[src/rtl/ssd_pkg.sv]
// Shared constants for the seven-segment scan controller: segment codes,
// digit count and binary width, plus the digit-to-segment lookup.
package ssd_pkg;

  localparam int DIGITS = 4;
  localparam int BIN_W  = 13;
  localparam int BCD_W  = 4 * DIGITS;

  // Active-low {a,b,c,d,e,f,g}, bit6 = a
  localparam logic [6:0] SEG_0     = 7'b0000001;
  localparam logic [6:0] SEG_1     = 7'b1001111;
  localparam logic [6:0] SEG_2     = 7'b0010010;
  localparam logic [6:0] SEG_3     = 7'b0000110;
  localparam logic [6:0] SEG_4     = 7'b1001100;
  localparam logic [6:0] SEG_5     = 7'b0100100;
  localparam logic [6:0] SEG_6     = 7'b0100000;
  localparam logic [6:0] SEG_7     = 7'b0001111;
  localparam logic [6:0] SEG_8     = 7'b0000000;
  localparam logic [6:0] SEG_9     = 7'b0000100;
  localparam logic [6:0] SEG_BLANK = 7'b1111111;

  typedef enum logic {
    B2B_IDLE,
    B2B_SHIFT
  } b2b_state_e;

  function automatic logic [6:0] seg_code(input logic [3:0] d);
    logic [6:0] s;
    case (d)
      4'd0:    s = SEG_0;
      4'd1:    s = SEG_1;
      4'd2:    s = SEG_2;
      4'd3:    s = SEG_3;
      4'd4:    s = SEG_4;
      4'd5:    s = SEG_5;
      4'd6:    s = SEG_6;
      4'd7:    s = SEG_7;
      4'd8:    s = SEG_8;
      4'd9:    s = SEG_9;
      default: s = SEG_BLANK;
    endcase
    return s;
  endfunction

endpackage

[src/rtl/bin2bcd_seq.sv]
// Sequential double-dabble converter: one adjust+shift per cycle, 13 cycles
// per conversion; bcd holds the last completed result until the next finishes.
module bin2bcd_seq
  import ssd_pkg::*;
(
  input  logic             clk,
  input  logic             rst,
  input  logic             start,
  input  logic [BIN_W-1:0] bin,
  output logic             busy,
  output logic             done,
  output logic [BCD_W-1:0] bcd
);

  localparam int SH_W = BCD_W + BIN_W;

  b2b_state_e        state_q, state_d;
  logic [3:0]        cnt_q, cnt_d;
  logic [SH_W-1:0]   sh_q, sh_d;
  logic [SH_W-1:0]   adj, shifted;
  logic [BCD_W-1:0]  bcd_q, bcd_d;
  logic              done_q, done_d;

  always_ff @(posedge clk) begin
    if (rst) begin
      state_q <= B2B_IDLE;
      cnt_q   <= '0;
      sh_q    <= '0;
      bcd_q   <= '0;
      done_q  <= 1'b0;
    end else begin
      state_q <= state_d;
      cnt_q   <= cnt_d;
      sh_q    <= sh_d;
      bcd_q   <= bcd_d;
      done_q  <= done_d;
    end
  end

  always_comb begin
    adj = sh_q;
    for (int i = 0; i < DIGITS; i++) begin
      if (adj[BIN_W+4*i +: 4] >= 4'd5)
        adj[BIN_W+4*i +: 4] = adj[BIN_W+4*i +: 4] + 4'd3;
    end
    shifted = adj << 1;
  end

  always_comb begin
    state_d = state_q;
    cnt_d   = cnt_q;
    sh_d    = sh_q;
    bcd_d   = bcd_q;
    done_d  = 1'b0;
    case (state_q)
      B2B_IDLE: begin
        if (start) begin
          sh_d    = {{BCD_W{1'b0}}, bin};
          cnt_d   = '0;
          state_d = B2B_SHIFT;
        end
      end
      B2B_SHIFT: begin
        sh_d  = shifted;
        cnt_d = cnt_q + 4'd1;
        if (cnt_q == 4'(BIN_W - 1)) begin
          // Result becomes visible on the same edge busy drops
          bcd_d   = shifted[SH_W-1 -: BCD_W];
          done_d  = 1'b1;
          state_d = B2B_IDLE;
        end
      end
      default: state_d = B2B_IDLE;
    endcase
  end

  assign busy = (state_q == B2B_SHIFT);
  assign done = done_q;
  assign bcd  = bcd_q;

endmodule

[src/rtl/ssd_scan_ctrl.sv]
// Four-digit seven-segment driver: loads a 13-bit value, converts to BCD and
// time-multiplexes the digits. Define SSD_LEADING_ZERO_BLANK_EN to blank leading zeros.
module ssd_scan_ctrl
  import ssd_pkg::*;
#(
  parameter int REFRESH_DIV = 100000
) (
  input  logic             clk,
  input  logic             rst,
  input  logic [BIN_W-1:0] num,
  input  logic             num_valid,
  output logic             busy,
  output logic             done,
  output logic [3:0]       Anode,
  output logic [6:0]       LED_out
);

  localparam int CW = (REFRESH_DIV > 2) ? $clog2(REFRESH_DIV) : 1;
  localparam logic [CW-1:0] CNT_MAX = CW'(REFRESH_DIV - 1);

  logic [BCD_W-1:0]  digits;
  logic [CW-1:0]     cnt_q, cnt_d;
  logic [1:0]        idx_q, idx_d;
  logic [3:0]        anode_q, anode_d;
  logic [6:0]        led_q, led_d;
  logic [DIGITS-1:0] blank;
  logic [3:0]        digit_sel;

  bin2bcd_seq u_b2b (
    .clk   (clk),
    .rst   (rst),
    .start (num_valid),
    .bin   (num),
    .busy  (busy),
    .done  (done),
    .bcd   (digits)
  );

`ifdef SSD_LEADING_ZERO_BLANK_EN
  // A digit is blank when it and every more-significant digit are zero
  always_comb begin
    blank    = '0;
    blank[3] = (digits[15:12] == 4'd0);
    blank[2] = blank[3] && (digits[11:8] == 4'd0);
    blank[1] = blank[2] && (digits[7:4] == 4'd0);
  end
`else
  assign blank = '0;
`endif

  always_comb begin
    cnt_d = cnt_q + CW'(1);
    idx_d = idx_q;
    if (cnt_q == CNT_MAX) begin
      cnt_d = '0;
      idx_d = idx_q + 2'd1;
    end
    // Outputs follow the next index so Anode and the count stay aligned
    digit_sel = digits[idx_d*4 +: 4];
    anode_d   = ~(4'b0001 << idx_d);
    led_d     = blank[idx_d] ? SEG_BLANK : seg_code(digit_sel);
  end

  always_ff @(posedge clk) begin
    if (rst) begin
      cnt_q   <= '0;
      idx_q   <= '0;
      anode_q <= 4'b1110;
      led_q   <= SEG_0;
    end else begin
      cnt_q   <= cnt_d;
      idx_q   <= idx_d;
      anode_q <= anode_d;
      led_q   <= led_d;
    end
  end

  assign Anode   = anode_q;
  assign LED_out = led_q;

endmodule
[config.mk]
export PLATFORM = sky130hd
export DESIGN_NAME = ssd_scan_ctrl
export DESIGN_NICKNAME = d
export VERILOG_FILES = /design/src/rtl/ssd_pkg.sv /design/src/rtl/bin2bcd_seq.sv /design/src/rtl/ssd_scan_ctrl.sv
export SDC_FILE = /design/constraint.sdc
export NUM_CORES = 1
export LEC_CHECK = 0
export ABC_AREA = 1
export CAP_MARGIN = 30
export CORE_MARGIN = 2
export CORE_UTILIZATION = 47
export CTS_CLUSTER_DIAMETER = 40
export DETAILED_ROUTE_END_ITERATION = 10
export DONT_BUFFER_PORTS = 1
export PLACE_DENSITY_LB_ADDON = 0.3
export SKIP_CTS_REPAIR_TIMING = 1
export SLEW_MARGIN = 25
export SYNTH_ARGS = -nofsm -noshare
export SYNTH_HDL_FRONTEND = slang
export SYNTH_SLANG_ARGS = --single-unit
[constraint.sdc]
create_clock -name clk -period 2.2 [get_ports clk]
set_input_delay 0.22 -clock clk [delete_from_list [all_inputs] [get_ports clk]]
set_output_delay 0.22 -clock clk [all_outputs]
set_load 0.03 [all_outputs]
==> run metrics <==
status finished with violations; Worst Skew 0.0159 ns; Post-Route WL 8.58 mm; global routing usage on met2 34.3%; warnings from Yosys 0; max capacitance violation total 0; Core Box Area 8260 um^2; DP HPWL 5.88 mm; die area 9320 um^2; met3 Usage GRT 5.12%; total congestion overflow 0; IO buf count 0; FP Rows 33; syn_area_per_cell 7.29 um^2; worst-path cell chain ha_4, nand2_4, nor2_4, nand2_2, nor2_4, nand3_4, nand3_1, nand2_2, nand2_2, nand2_4, buf_6, ha_1, inv_2, nand3_2, nand3_2, a21oi_2; Lkg Pwr 0.00204 uW; Num CTS Buffers 9; Final Max Tran Viols 0; initial antenna violation count 0; share of cells above drive strength 1 18.7%; hold slack -0.0904 ns; I/O pin cnt 29; prevailing post-synth register cell dfxtp_1; vias in the first global route 3,307; Worst Path Max Fanout 7; Cells after Synth 552; PnR Total Power 2770 uW; clock slew seen by the registers of the worst setup and hold paths 0.09 ns; largest net degree at the start of global routing 30; die width 96.6 um; failing checks hold timing; fill count 754; die height 96.6 um; Root Driver clkbuf_8; Fmax 0.467 GHz; Worst path max stage delay 0.36 ns; fin crit period 2.14 ns; GR peak layer met2; synthesized flop and latch total 81; final hold vios 17; Antenna Cells 0; TritonCTS clock tree yes; worst-margin pin slew 0.490 ns; vias per std cell 5.01; Post-synth EDFFs 0; crit share post-route 97.4%; crit path DAT 2.41 ns; number of nets in the layout 616; PwrDens 581 nW/um^2; Layout area overhead 18.1%; Total Routing Usage GR 19.4%; Initial Util 48.8%; Min-Delay Path Class in2reg; clk sinks 81; Post-DP Area 4240 um^2; met1 Use GR 22.7%; most frequent CP cell nand2_2; WP data required 2.46 ns; Core Util, Final 57.6%; crit path launch type flip-flop; critical path's slowest cell dfxtp_2; first-pass GRT wire length 14.2 mm; clock latency on the worst-skew pair 0.36 ns; Net Count, Synth 585; RSZ-0062 raised after global routing true; drt initial violations 107; Seq/Total Area, Yosys 40.3%; Mapped Area 4030 um^2; DR WL/cell 12.4 um; setup violators final 0; Relative slew margins 67.2%; post-route cell area 4760 um^2; DR pass1 iterations 4; H-tree levels 3; Unique masters post-synth 38; Worst IR Drop VDD 0.000305 V; post-route ant nets 0; vias post-DR 3,469; GP Congestion 0.809; crit end category flip-flop; DRC 0; kind of critical path reg2reg; asr flop ratio synth 0%; Max clock buf depth 2
==> where the power goes <==
group          internal (uW)  total, uW  switching (uW)
logic                   44.2        121            76.9
registers               1490       1510            18.6
clock network            545       1140             593
==> cells by family after synthesis <==
group	count (synthesis)	synth area share, %
compound gates	82	11.5
xor+xnor	11	2.39
fa+ha+maj	17	5.28
buf+inv	102	10.4
flops	81	40.3
simple gates	259	30.1
==> layout make-up <==
type                    count  area, um^2  area share (%)
multi-input cells         369        2140            45.0
repair buffers             38         327            6.86
well taps                 105         131            2.76
clock inverters             7        81.3            1.71
clock buffers               9         124            2.60
flip-flops and latches     81        1630            34.3
inverters                  84         324            6.81
==> Yosys cell counts (6+ instances only) <==
library cell	number	area, um^2
clkbuf_1	13	48.8
nand4_1	8	50.1
inv_1	77	289
nand3_1	58	290
a21oi_1	34	170
o21ai_0	26	130
dfxtp_1	81	1620
xor2_1	9	78.8
nand2_4	6	67.6
nor2_1	42	158
ha_1	17	213
nand2_1	119	447
nand2_2	7	43.8
==> state kept, by name, summed over array words and instances, names as in the netlist <==
| signal | flops |
|---|---|
| Anode | 4 |
| u_b2b.cnt_q | 4 |
| u_b2b.sh_q | 29 |
| LED_out | 7 |
| u_b2b.done | 1 |
| cnt_q | 17 |
| u_b2b.bcd | 16 |
| u_b2b.busy | 1 |
| idx_q | 2 |
==> through the flow <==
step                      TNS (ns)  setup WS (ns)  cells
final                            0         0.0568    693
after global routing        -0.480        -0.0989    693
after CTS                   -0.303        -0.0922    677
after detailed placement    -0.153        -0.0696    661
after global placement     -0.0151        -0.0151    661
after floorplan                  0        0.00881    552
==> worst paths after layout <==
kind,from,end,slack [ns],depth (start not counted)
hold reg to reg,cnt_q[10]$_SDFF_PP0_,cnt_q[10]$_SDFF_PP0_,0.47,2
setup reg to reg,cnt_q[1]$_SDFF_PP0_,LED_out[6]$_SDFF_PP0_,0.06,16
hold / removal,rst,LED_out[4]$_SDFF_PP0_,-0.09,1
setup / recovery,cnt_q[1]$_SDFF_PP0_,LED_out[6]$_SDFF_PP0_,0.06,16
==> layout by cell type (no fill, tap or decap), types with 8 or more instances in the layout <==
cell type and n:
dlygate4sd3_1 12, a21oi_1 34, nand2_2 11, ha_1 14, o21ai_0 25, clkbuf_8 9
nand4_1 8, dfxtp_1 74, nor2_1 41, buf_4 23, nand2_4 9, nand3_1 51
nand3_2 10, xor2_1 9, nand2_1 111, inv_1 73
==> critical path: cells and delay by family (launching register included) <==
family | cells | cell delay [ns]
DFF | 1 | 0.36
adders and majority gates | 2 | 0.35
and+or+nand+nor | 11 | 1.11
AOI/OAI and AO/OA | 1 | 0.04
buffers and inverters | 2 | 0.19
==> layer usage <==
layer	share of wire, %	vias up	wire [um]
met3	3.6	8	307
met5	0	-	0
met1	46	1578	3910
met2	50	55	4270
met4	1.1	0	92
li1	-	1828	-
Power figures use the tool's default switching activity.
